**config.mk**
```make
export PLATFORM = sky130hd
export DESIGN_NAME = stage_4
export DESIGN_NICKNAME = d
export VERILOG_FILES = /design/src/rtl/stage_4.sv
export SDC_FILE = /design/constraint.sdc
export NUM_CORES = 1
export LEC_CHECK = 0
export CORE_ASPECT_RATIO = 1.5
export CORE_MARGIN = 2
export CORE_UTILIZATION = 50
export DETAILED_ROUTE_END_ITERATION = 6
export PLACE_DENSITY_LB_ADDON = 0.25
export SYNTH_ARGS = -nofsm -noshare
export SYNTH_HDL_FRONTEND = slang
export SYNTH_SLANG_ARGS = --single-unit
```
**constraint.sdc**
```tcl
create_clock -name clk -period 4.3 [get_ports clk]
set_input_delay 1.29 -clock clk [delete_from_list [all_inputs] [get_ports clk]]
set_output_delay 1.29 -clock clk [all_outputs]
set_load 0.05 [all_outputs]
```
**src/rtl/stage_4.sv**
```systemverilog
// stage_4: final adder of the chain; multi-cycle IEEE-754 single-precision add
// with fixed latency (start edge + 5 enabled edges) and a one-cycle done pulse.
module stage_4 #(
   parameter int unsigned FLOAT_DATA_WIDTH = 32,
   parameter int unsigned EXP_WIDTH        = 8,
   parameter int unsigned MANT_WIDTH       = 23
) (
   input  logic                        clk,
   input  logic                        rst,
   input  logic                        clk_en,
   input  logic                        start,
   input  logic [FLOAT_DATA_WIDTH-1:0] to_add_one,
   input  logic [FLOAT_DATA_WIDTH-1:0] to_add_two,
   output logic [FLOAT_DATA_WIDTH-1:0] result,
   output logic                        done,
   output logic                        working
);
   localparam int unsigned SIG_W = MANT_WIDTH + 1;
   localparam int unsigned FLD_W = SIG_W + 3;
   localparam int unsigned SUM_W = FLD_W + 1;
   localparam int unsigned XE_W  = EXP_WIDTH + 2;
   localparam int unsigned LZ_W  = 5;
   localparam logic [EXP_WIDTH-1:0]        EXP_MAX = '1;
   localparam logic [EXP_WIDTH-1:0]        SH_MAX  = EXP_WIDTH'(FLD_W - 1);
   localparam logic [FLOAT_DATA_WIDTH-1:0] QNAN    = FLOAT_DATA_WIDTH'(32'h7FC0_0000);

   typedef enum logic [2:0] {S_IDLE, S_UNPACK, S_ALIGN, S_ADD, S_NORM, S_PACK} state_t;

   state_t                        r_state;
   logic [FLOAT_DATA_WIDTH-1:0]   r_a, r_b;
   logic                          r_sl, r_ss;
   logic [EXP_WIDTH-1:0]          r_el, r_es;
   logic [SIG_W-1:0]              r_ml, r_ms;
   logic [FLD_W-1:0]              r_fl, r_fs, r_norm;
   logic [SUM_W-1:0]              r_sum;
   logic [XE_W-1:0]               r_exp;
   logic                          r_nan, r_inf, r_inf_sign, r_zero;

   logic                          w_sa, w_sb, w_a_ge_b;
   logic [EXP_WIDTH-1:0]          w_ea, w_eb, w_diff;
   logic [MANT_WIDTH-1:0]         w_fra, w_frb, w_frac;
   logic [SIG_W-1:0]              w_ma, w_mb;
   logic                          w_nan_a, w_nan_b, w_inf_a, w_inf_b;
   logic [FLD_W-1:0]              w_fs_raw, w_fs_shift, w_fs, w_norm;
   logic [SUM_W-1:0]              w_sum;
   logic [LZ_W-1:0]               w_lz;
   logic                          w_found;
   logic [XE_W-1:0]               w_nexp, w_pexp;
   logic [SIG_W:0]                w_m25;
   logic                          w_rup;
   logic [FLOAT_DATA_WIDTH-1:0]   w_res;

   // Unpack and classify the captured operands, flushing denormals to zero.
   always_comb begin
      w_sa     = r_a[FLOAT_DATA_WIDTH-1];
      w_sb     = r_b[FLOAT_DATA_WIDTH-1];
      w_ea     = r_a[FLOAT_DATA_WIDTH-2 -: EXP_WIDTH];
      w_eb     = r_b[FLOAT_DATA_WIDTH-2 -: EXP_WIDTH];
      w_fra    = r_a[MANT_WIDTH-1:0];
      w_frb    = r_b[MANT_WIDTH-1:0];
      w_ma     = (w_ea == '0) ? '0 : {1'b1, w_fra};
      w_mb     = (w_eb == '0) ? '0 : {1'b1, w_frb};
      w_nan_a  = (w_ea == EXP_MAX) && (w_fra != '0);
      w_nan_b  = (w_eb == EXP_MAX) && (w_frb != '0);
      w_inf_a  = (w_ea == EXP_MAX) && (w_fra == '0);
      w_inf_b  = (w_eb == EXP_MAX) && (w_frb == '0);
      w_a_ge_b = {w_ea, w_ma} >= {w_eb, w_mb};
   end

   // Align: right shift the smaller significand, collapsing lost bits into sticky.
   always_comb begin
      w_diff     = r_el - r_es;
      w_fs_raw   = {r_ms, 3'b000};
      w_fs_shift = w_fs_raw >> w_diff;
      if (w_diff >= SH_MAX)
         w_fs = {{(FLD_W-1){1'b0}}, |r_ms};
      else
         w_fs = {w_fs_shift[FLD_W-1:1],
                 w_fs_shift[0] | (|(w_fs_raw & ~({FLD_W{1'b1}} << w_diff)))};
   end

   always_comb begin
      if (r_sl == r_ss) w_sum = {1'b0, r_fl} + {1'b0, r_fs};
      else              w_sum = {1'b0, r_fl} - {1'b0, r_fs};
   end

   // Normalise: carry-out right shift, else leading-zero count and left shift.
   always_comb begin
      w_lz    = '0;
      w_found = 1'b0;
      for (int i = int'(FLD_W) - 1; i >= 0; i--) begin
         if (!w_found && r_sum[i]) begin
            w_lz    = LZ_W'(int'(FLD_W) - 1 - i);
            w_found = 1'b1;
         end
      end
      if (r_sum[SUM_W-1]) begin
         w_norm = {r_sum[SUM_W-1:2], r_sum[1] | r_sum[0]};
         w_nexp = r_exp + XE_W'(1);
      end else begin
         w_norm = r_sum[FLD_W-1:0] << w_lz;
         w_nexp = r_exp - {{(XE_W-LZ_W){1'b0}}, w_lz};
      end
   end

   // Round to nearest even, then resolve special cases into the packed result.
   always_comb begin
      w_rup = r_norm[2] & (r_norm[1] | r_norm[0] | r_norm[3]);
      w_m25 = {1'b0, r_norm[FLD_W-1:3]} + {{SIG_W{1'b0}}, w_rup};
      if (w_m25[SIG_W]) begin
         w_frac = w_m25[MANT_WIDTH:1];
         w_pexp = r_exp + XE_W'(1);
      end else begin
         w_frac = w_m25[MANT_WIDTH-1:0];
         w_pexp = r_exp;
      end
      if (r_nan)
         w_res = QNAN;
      else if (r_inf)
         w_res = {r_inf_sign, EXP_MAX, {MANT_WIDTH{1'b0}}};
      else if (r_zero)
         w_res = {r_sl & r_ss, {(FLOAT_DATA_WIDTH-1){1'b0}}};
      else if (w_pexp[XE_W-1] || (w_pexp == '0))
         w_res = {r_sl, {(FLOAT_DATA_WIDTH-1){1'b0}}};
      else if (w_pexp >= {2'b00, EXP_MAX})
         w_res = {r_sl, EXP_MAX, {MANT_WIDTH{1'b0}}};
      else
         w_res = {r_sl, w_pexp[EXP_WIDTH-1:0], w_frac};
   end

   always_ff @(posedge clk or negedge rst) begin
      if (!rst) begin
         r_state    <= S_IDLE;
         result     <= '0;
         done       <= 1'b0;
         working    <= 1'b0;
         r_a        <= '0;
         r_b        <= '0;
         r_sl       <= 1'b0;
         r_ss       <= 1'b0;
         r_el       <= '0;
         r_es       <= '0;
         r_ml       <= '0;
         r_ms       <= '0;
         r_fl       <= '0;
         r_fs       <= '0;
         r_sum      <= '0;
         r_norm     <= '0;
         r_exp      <= '0;
         r_nan      <= 1'b0;
         r_inf      <= 1'b0;
         r_inf_sign <= 1'b0;
         r_zero     <= 1'b0;
      end else if (clk_en) begin
         done <= 1'b0;
         case (r_state)
            S_IDLE: begin
               if (start) begin
                  r_a     <= to_add_one;
                  r_b     <= to_add_two;
                  working <= 1'b1;
                  r_state <= S_UNPACK;
               end
            end
            S_UNPACK: begin
               r_nan      <= w_nan_a | w_nan_b | (w_inf_a & w_inf_b & (w_sa != w_sb));
               r_inf      <= w_inf_a | w_inf_b;
               r_inf_sign <= w_inf_a ? w_sa : w_sb;
               r_sl       <= w_a_ge_b ? w_sa : w_sb;
               r_ss       <= w_a_ge_b ? w_sb : w_sa;
               r_el       <= w_a_ge_b ? w_ea : w_eb;
               r_es       <= w_a_ge_b ? w_eb : w_ea;
               r_ml       <= w_a_ge_b ? w_ma : w_mb;
               r_ms       <= w_a_ge_b ? w_mb : w_ma;
               r_state    <= S_ALIGN;
            end
            S_ALIGN: begin
               r_fl    <= {r_ml, 3'b000};
               r_fs    <= w_fs;
               r_state <= S_ADD;
            end
            S_ADD: begin
               r_sum   <= w_sum;
               r_exp   <= {2'b00, r_el};
               r_state <= S_NORM;
            end
            S_NORM: begin
               r_norm  <= w_norm;
               r_exp   <= w_nexp;
               r_zero  <= (r_sum == '0);
               r_state <= S_PACK;
            end
            S_PACK: begin
               result  <= w_res;
               done    <= 1'b1;
               working <= 1'b0;
               r_state <= S_IDLE;
            end
            default: r_state <= S_IDLE;
         endcase
      end
   end
endmodule

```
; ---- Word level (Yosys, flattened, before mapping)
; Cells that the tools add are included.
[word_totals]
output_inout_bits = 34
wordCells = 213
regBits = 287
input_bits = 68
[op_classes]
shifts = 3
n_lt_le_gt_ge = 3
eq_ne = 10
muxes = 78
n_reduce_logical = 79
bitwise_logic = 13
add_sub_neg = 6
[ops]
columns = op, n
row1 = 5-bit two-way mux, 25
row2 = 24-bit two-way mux, 4
row3 = 32-bit two-way mux, 3
row4 = 31-bit two-way mux, 2
row5 = 27-bit two-way mux, 2
row6 = 23-bit zero test, 2
row7 = 23-bit nonzero test, 2
row8 = 32-bit >= comparator, 1
row9 = 1-bit two-way mux, 32
row10 = 1-bit logical AND, 30
row11 = 27-bit by 27-bit adder with 28-bit output, 1
row12 = 28-bit zero test, 1
row13 = 28-bit two-way mux, 1
row14 = 27-bit by 27-bit subtractor with 28-bit output, 1
row15 = 27-bit AND, 1
row16 = 27-bit NOT, 1
row17 = 27-bit OR reduction, 1
row18 = 27-bit by 5-bit left shift with 27-bit output, 1
row19 = 27-bit by 8-bit left shift with 27-bit output (first input constant), 1
row20 = 27-bit by 8-bit right shift with 27-bit output, 1
row21 = 1-bit zero test, 26
row22 = 24-bit by 1-bit adder with 25-bit output, 1
row23 = 24-bit OR reduction, 1
row24 = 23-bit two-way mux, 1
row25 = other kinds (27), 50

; ---- Depth between registers and ports, before layout
; Gate-level depths: netlist (run 1).
[logic_depth]
word_depth = 82
ltp_mapped = 22
depth_no_buf = 18

; ---- Least setup slack after synthesis (run 1)
; No wires, ideal clock.
[synth_path]
path_kind = reg2reg
start = register r_sum[25]
end = register r_exp[8]
synth_period_minus_slack_ns = 4.448
setup_slack_ns = -0.148
n_path_buf = 4
t_arrival_ns = 4.314
setup_time_ns = 0.134
path_stages_with_launch = 23
t_required_ns = 4.166
path_cell_list = dfrtp_1 > or4_4 > or4b_1 > buf_2 > nor2_1 > nand4_1 > and3_1 > buf_2 > clkinv_2 > buf_6 > buf_4 > ha_1 > inv_1 > fa_1 > nand2_1 > nand2_1 > a21oi_1 > nor2b_1 > nor4_1 > a21oi_1 > and2_1 > o21ai_0 > o31ai_1
[synth_between]
elab_chain_cells = 80
elab_cells_between_ends = 105
cone_classes = add/sub (1) / mux (53) / reduce/logical (51)
[synth_rtl]
columns = element, line_no
row1 = from (decl), 35  ; logic [SUM_W-1:0] r_sum;
row2 = from (signal assigned), 183  ; r_sum <= w_sum;
row3 = 1-bit logical AND *, 92  ; if (!w_found && r_sum[i]) begin
row4 = 1-bit two-way mux, 92
row5 = 1-bit zero test, 92
row6 = 1-bit logical AND, 92
row7 = 1-bit two-way mux, 92
row8 = 1-bit zero test, 92
row9 = 1-bit logical AND, 92
row10 = 1-bit two-way mux, 92
row11 = [... 64 more ...], n/a
row12 = 1-bit logical AND, 92
row13 = 1-bit two-way mux, 92
row14 = 1-bit zero test, 92
row15 = 1-bit logical AND, 92
row16 = 5-bit two-way mux *, 92
row17 = 10-bit by 5-bit subtractor with 10-bit output *, 102  ; w_nexp = r_exp - {{(XE_W-LZ_W){1'b0}}, w_lz};
row18 = 10-bit two-way mux *, 97  ; if (r_sum[SUM_W-1]) begin
row19 = 10-bit case mux with 2 select lines *, 156  ; case (r_state)
row20 = to (signal assigned), 184  ; r_exp <= {2'b00, r_el};
row21 = to (signal assigned), 189  ; r_exp <= w_nexp;
row22 = to (decl), 36  ; logic [XE_W-1:0] r_exp;
; Mark *: on every way between the ends. The rest lies on a longest branch, timed or not.
; A chain may end at the register's enable or synchronous reset.

; ---- Worst setup path in the final report (run 1)
[layout_path]
start = register r_sum[10]
end = register r_norm[8]
[layout_between]
elab_chain_cells = 34
elab_cells_between_ends = 44
cone_classes = shift (1) / mux (22) / reduce/logical (21)
[layout_rtl]
columns = element, line_no
row1 = 1-bit logical AND, 92
row2 = 1-bit two-way mux, 92
row3 = 1-bit zero test, 92
row4 = 1-bit logical AND, 92
row5 = 1-bit two-way mux, 92
row6 = 1-bit zero test, 92
row7 = 1-bit logical AND, 92
row8 = 1-bit two-way mux, 92
row9 = [... 18 more ...], n/a
row10 = 1-bit zero test, 92
row11 = 1-bit logical AND, 92
row12 = 1-bit two-way mux, 92
row13 = 1-bit zero test, 92
row14 = 1-bit logical AND, 92
row15 = 5-bit two-way mux, 92
row16 = 27-bit by 5-bit left shift with 27-bit output *, 101  ; w_norm = r_sum[FLD_W-1:0] << w_lz;
row17 = 27-bit two-way mux *, 97
row18 = to (signal assigned), 188  ; r_norm <= w_norm;
row19 = to (decl), 34  ; logic [FLD_W-1:0] r_fl, r_fs, r_norm;
; Marks and branches as above.

==> results.cfg, run 1 <==
[place]
hpwlAfterDp_microns = 45290
placed_area_sq_um = 21250
dp_slack_ns = 0.1097
place_inst = 2797
portBuffers = 101
gp_congestion = 0.9922

[floorplanning]
core_area_sq_um = 38320
die-width_microns = 164.8
die_h_microns = 245.2
dieArea_sq_um = 40410
ios = 102
rows = 88
initial_core_util_pct = 50.61

[cts]
clk_latency_ns = 0.58
numCtsBuffers = 30
cts_buffer_depth = 3
cts_root_buf = clkbuf_16
htree_levels = 1
clk_pin_slew_ns = 0.06
cts_tree = yes
cts_sinks = 287
cts_hold_buf = 0

[setup_path]
crit_buf_inv = 1
path_cells = nor4_1 > nand3_1 > or4_4 > nand3_4 > buf_4 > mux2i_1 > nand2_1 > a21oi_1 > a21oi_1 > a22oi_1 > o22ai_1
crit_start = r_sum[10]
start_kind = flop
reg2reg_from = r_sum[10]
required_ns = 4.75
worstReg2RegEnd = r_norm[8]
cpMostUsedCell = a21oi_1
crit_cells = 11
critPathArrivalTime_ns = 4.65
crit_family = simple AND/OR/NAND/NOR gates
crit_path_max_incr_delay_ns = 0.80
setup.worst_path.class = flop to flop
rrSetupSlack_ns = 0.10
cp-endpoint = r_norm[8]
slowest_stage = nor4_1
path_max_fanout = 22
worstSetupEndpointType = flop
ff2ff_path_depth = 11

[timing]
fin_crit_sh_pct = 97.65
maxSlewViolCount = 0
fin_worst_skew_ns = 0.01195
slew_headroom_pct = 37.59
setup_slack_ns = 0.1009
fmax_ghz = 0.2381
setup_viol = 0
worst_pin_slew_ns = 0.9275
final_hold_viol_count = 0
layout_min_cycle_time_ns = 4.199

[layout]
design_area_sq_um = 22360
mostFrequentLayoutCell = nand2_1
fill_cells = 3451
antenna_cells = 0
drive_above_1_share_pct = 11.38
fin_cells = 2851
area_delta_synth_final_pct = 15.28
layout_common_cells = nand2_1 (319), dfrtp_1 (287), nor2_1 (191), o21ai_0 (145), a21oi_1 (140)
layout.nets = 2502

[run_status]
status = complete, no violations

[yosys]
synth_nets = 2422
ys_warn_count = 0
ys_seq_elements = 287
syn-cell-area_sq_um = 19390
syn_inst = 2255
postSynthAreaPerCell_sq_um = 8.600
synth-async-reset-ratio_pct = 100.0
synth_cell_types = 89
synth_ff_type = dfrtp_1
synth_edf_count = 0
ys_seq_area_share_pct = 37.03

[global_routing]
grt_use_total_pct = 29.88
grt_first_pass_wirelength_microns = 95960
antenna_found_initial = 0
overflow = 0
grt_pass1_vias = 17940
grt_max_degree = 84

[detailed_routing]
wl_per_cell_microns = 21.06
drc = 0
first_iter_violations = 1596
via_per_inst = 6.232
vias = 17770
drt_wl_total_microns = 60030
ant_nets = 0
first_pass_iters = 6

[worst_hold_path]
hp-class = flop to flop

[job]
drv_cap = 0
worst min path at each step:
stage	start	endpoint	slack [ns]	cells after the start
2_1_floorplan	r_ml[23]	r_fl[26]	0.44	2
3_3_place_gp	r_ml[7]	r_fl[10]	0.46	2
3_5_place_dp	r_ml[22]	r_fl[25]	0.46	2
4_1_cts	r_ml[10]	r_fl[13]	0.48	2
5_1_grt	r_ml[8]	r_fl[11]	0.50	2
6_report	r_ml[10]	r_fl[13]	0.47	2
synth_stat cells, types with 7 or more instances:
cell type | count | area (sq um)
o21ai_0 | 147 | 735.7
mux2_2 | 74 | 833.3
a222oi_1 | 8 | 80.08
xnor2_1 | 45 | 394.1
nand2_1 | 319 | 1197
and3_1 | 25 | 156.4
and2_1 | 10 | 62.56
nand2b_1 | 17 | 106.4
nor2_1 | 193 | 724.4
nand4_1 | 27 | 168.9
a31oi_1 | 16 | 100.1
a211oi_1 | 22 | 165.2
or3_1 | 8 | 50.05
clkbuf_1 | 125 | 469.2
nand3_1 | 37 | 185.2
mux2i_1 | 83 | 830.8
a22oi_1 | 7 | 52.55
o22ai_1 | 30 | 187.7
o22a_1 | 7 | 61.31
nor2b_1 | 19 | 118.9
dfrtp_1 | 287 | 7182
xor2_1 | 20 | 175.2
o211ai_1 | 8 | 60.06
o221ai_1 | 9 | 78.83
a21oi_1 | 141 | 705.7
nor3_1 | 47 | 235.2
a22o_1 | 12 | 105.1
nor4_1 | 31 | 193.9
ha_1 | 96 | 1201
inv_1 | 112 | 420.4
o31ai_1 | 21 | 157.7
a221oi_1 | 60 | 525.5
a21o_1 | 24 | 180.2
o21a_1 | 17 | 127.6
buf_1 | 10 | 37.54
flip-flops by register name (all words and copies together) (netlist names), 3 cells and up:
register / cells
r_fs: 27
r_es: 8
result: 32
r_el: 8
r_norm: 27
r_ml: 24
r_fl: 24
r_exp: 10
r_ms: 24
r_sum: 28
r_b: 32
r_a: 32
r_state: 3
layout make-up:
class                      count  area, sq um  area share [%]
multi-input combinational   1708        11350           50.76
tap                          495        619.3           2.770
timing repair buffer         192         1753           7.841
clock buffer                  39        824.5           3.688
sequential                   287         7182           32.12
clock inverter                14        190.2          0.8507
inverter                     116        440.4           1.970
metrics by stage:
stage | utilization, % | hold slack [ns] | setup TNS [ns]
floorplan | - | 0.4386 | -0.02172
global placement | 55.46 | 0.4575 | 0
detailed placement | 55.46 | 0.4629 | 0
CTS | 58.10 | 0.4793 | 0
global route | 58.35 | 0.4995 | -0.01218
finish | 58.35 | 0.4741 | 0
routing by layer:
layer  vias to the layer above  GRT usage [%]  wire length (microns)
met5                         -              0                      0
li1                       8322              -                      -
met4                         0          16.85                   3827
met3                       195          2.754                   2556
met1                      8621          33.87                  22500
met2                       630          54.32                  31140
worst reg2reg max path, delay by kind of cell (launching register included):
kind	cells	cell delay, ns
compound gates	4	1.04
buf+inv	1	0.32
flops	1	0.37
mux	1	0.33
simple gates	5	1.99
timing repair:
action | in CTS | in global routing
setup buffers | 0 | 1
setup endpoints to repair | 0 | 75
gates resized for setup | 0 | 19
kinds of logic after synthesis:
family | synth area share (%)
buffers and inverters | 5.252
DFF | 37.03
xor gates and xnor gates | 2.936
AOI/OAI and AO/OA | 21.08
muxes | 9.123
and+or+nand+nor | 18.07
adders and majority gates | 6.503
Power of run 1 is left out: the tool's default activity adds up to more than one toggle a clock period on the data nets, which glitch-free logic cannot reach.
==> run 2: changes to the inputs <==
Settings changed: REMOVE_ABC_BUFFERS set to 1.
==> results.cfg, run 2 (synthesis gave the netlist of run 1 again) <==
[run_status]
status = complete, no violations

[timing]
layout_min_cycle_time_ns = 4.108
fin_worst_skew_ns = 0.02337
fmax_ghz = 0.2435
rsz0062_at_grt = false
setup_viol = 0
tns_ns = 0
maxSlewViolCount = 0
final_hold_viol_count = 0
fin_crit_sh_pct = 95.53
worst_pin_slew_ns = 1.243
slew_headroom_pct = 16.49

[setup_path]
path_cells = nor4_4 > nand2_1 > buf_12 > nand2_1 > inv_1 > ha_1 > nand2b_1 > a21o_1 > a21o_1 > a21o_1 > a21oi_1 > o31ai_1 > buf_4 > a221o_2 > nand3_2 > o21ai_4 > buf_12 > a221oi_1
slowest_stage = a221o_2
crit_family = compound AO/OA/AOI/OAI gates
reg2reg_from = r_b[24]
worstSetupEndpointType = flop
crit_path_max_incr_delay_ns = 0.44
worstReg2RegEnd = r_ms[13]
rrSetupSlack_ns = 0.19
ff2ff_path_depth = 18
path_max_fanout = 46
start_kind = flop
crit_buf_inv = 4
setup.worst_path.class = flop to flop
critPathArrivalTime_ns = 4.57
required_ns = 4.76
cpMostUsedCell = a21o_1

[layout]
layout_common_cells = nand2_1 (319), dfrtp_1 (287), nor2_1 (191), o21ai_0 (146), a21oi_1 (139)
layout.nets = 2525
drive_above_1_share_pct = 11.76
area_delta_synth_final_pct = 16.17
antenna_cells = 0
mostFrequentLayoutCell = nand2_1
multi_input_area_sq_um = 11310
largestRegisters = r_a x32, r_b x32, result x32
ff_latch_area_sq_um = 7182
fill_cells = 3451

[global_routing]
grt_pass1_vias = 17890
grt_max_degree = 84
antenna_found_initial = 0
grt_use_total_pct = 30.16
overflow = 0
grt_first_pass_wirelength_microns = 96510

[detailed_routing]
ant_nets = 0
first_iter_violations = 1307
vias = 17900
via_per_inst = 6.225
drt_wl_total_microns = 60450
drc = 0
first_pass_iters = 6
wl_per_cell_microns = 21.02

[cts]
numCtsBuffers = 31
cts_tree = yes
clk_latency_ns = 0.59
cts_root_buf = clkbuf_16
cts_hold_buf = 0
htree_levels = 1
cts_sinks = 287
cts_buffer_depth = 3
clk_pin_slew_ns = 0.06

[floorplanning]
die-width_microns = 164.8
dieArea_sq_um = 40410
core_area_sq_um = 38320
die_h_microns = 245.2
ios = 102
initial_core_util_pct = 50.61
rows = 88

[place]
hpwlAfterDp_microns = 46180
portBuffers = 101
gp_congestion = 0.9896

[worst_hold_path]
hp-class = flop to flop
holdPathEnd = r_fl[22]
worstHoldStart = r_ml[19]
min_path_cells = 2

[job]
drv_cap = 0
[run 2: cell count changes in the layout (fill, tap and decap cells not counted), sizes merged]
| cell | delta |
|---|---|
| clkinv | -1 |
| buf | +22 |
| clkbuf | +4 |
[run 2: metrics by stage]
stage	area, sq um	hold WS, ns	worst slack, ns	utilization, %	instances
after floorplan	18810	0.4386	-2.590	-	2111
after global placement	21420	0.4526	0.1935	55.90	2818
after detailed placement	21420	0.4476	0.1533	55.90	2818
after CTS	22450	0.4626	0.07872	58.58	2874
after global routing	22530	0.4820	0.007212	58.80	2876
final	22530	0.4628	0.1924	58.80	2876
[run 2: what timing repair did]
| item | CTS | global route |
|---|---|---|
| hold endpoints to repair | 0 | 0 |
| gates resized for setup | 0 | 14 |
| setup buffers | 0 | 2 |
| setup endpoints to repair | 0 | 52 |
[run 2: metal layers]
metal,part of all wire (%),vias up,wire length (microns),GRT usage (%)
li1,-,8382,-,-
met1,36,8596,21540,32.06
met2,53,679,31750,55.62
met3,4.7,245,2837,3.548
met4,7.2,0,4323,19.18
met5,0,-,0,0
[run 2: worst max path at each step]
stage | to | start | slack (ns) | depth (start not counted)
2_1_floorplan | r_el[1] | r_a[24] | -2.59 | 14
6_report | r_ms[13] | r_b[24] | 0.19 | 18
3_5_place_dp | r_ms[22] | r_b[24] | 0.15 | 18
5_1_grt | r_exp[8] | r_sum[25] | 0.007 | 18
4_1_cts | r_ms[13] | r_b[24] | 0.08 | 18
3_3_place_gp | r_exp[8] | r_sum[26] | 0.19 | 18
[run 2: area by class of cell]
class / instances / share of cell area, %
Timing Repair Buffer: 214 / 8.664
Clock buffer: 43 / 3.777
Inverter: 116 / 1.938
Sequential cell: 287 / 31.88
Multi-Input combinational cell: 1708 / 50.21
Tap cell: 495 / 2.749
Clock inverter: 13 / 0.7886
[run 2: worst reg2reg max path, cell delays in order, from the launching register on]
cell      delay [ns]
dfrtp_1         0.43
nor4_4          0.34
nand2_1         0.14
buf_12          0.18
nand2_1         0.11
inv_1           0.04
ha_1            0.25
nand2b_1        0.14
a21o_1          0.17
a21o_1          0.17
a21o_1          0.16
a21oi_1         0.25
o31ai_1         0.12
buf_4           0.16
a221o_2         0.44
nand3_2         0.14
o21ai_4         0.15
buf_12          0.24
a221oi_1        0.33
Power of run 2 is left out for the same reason.
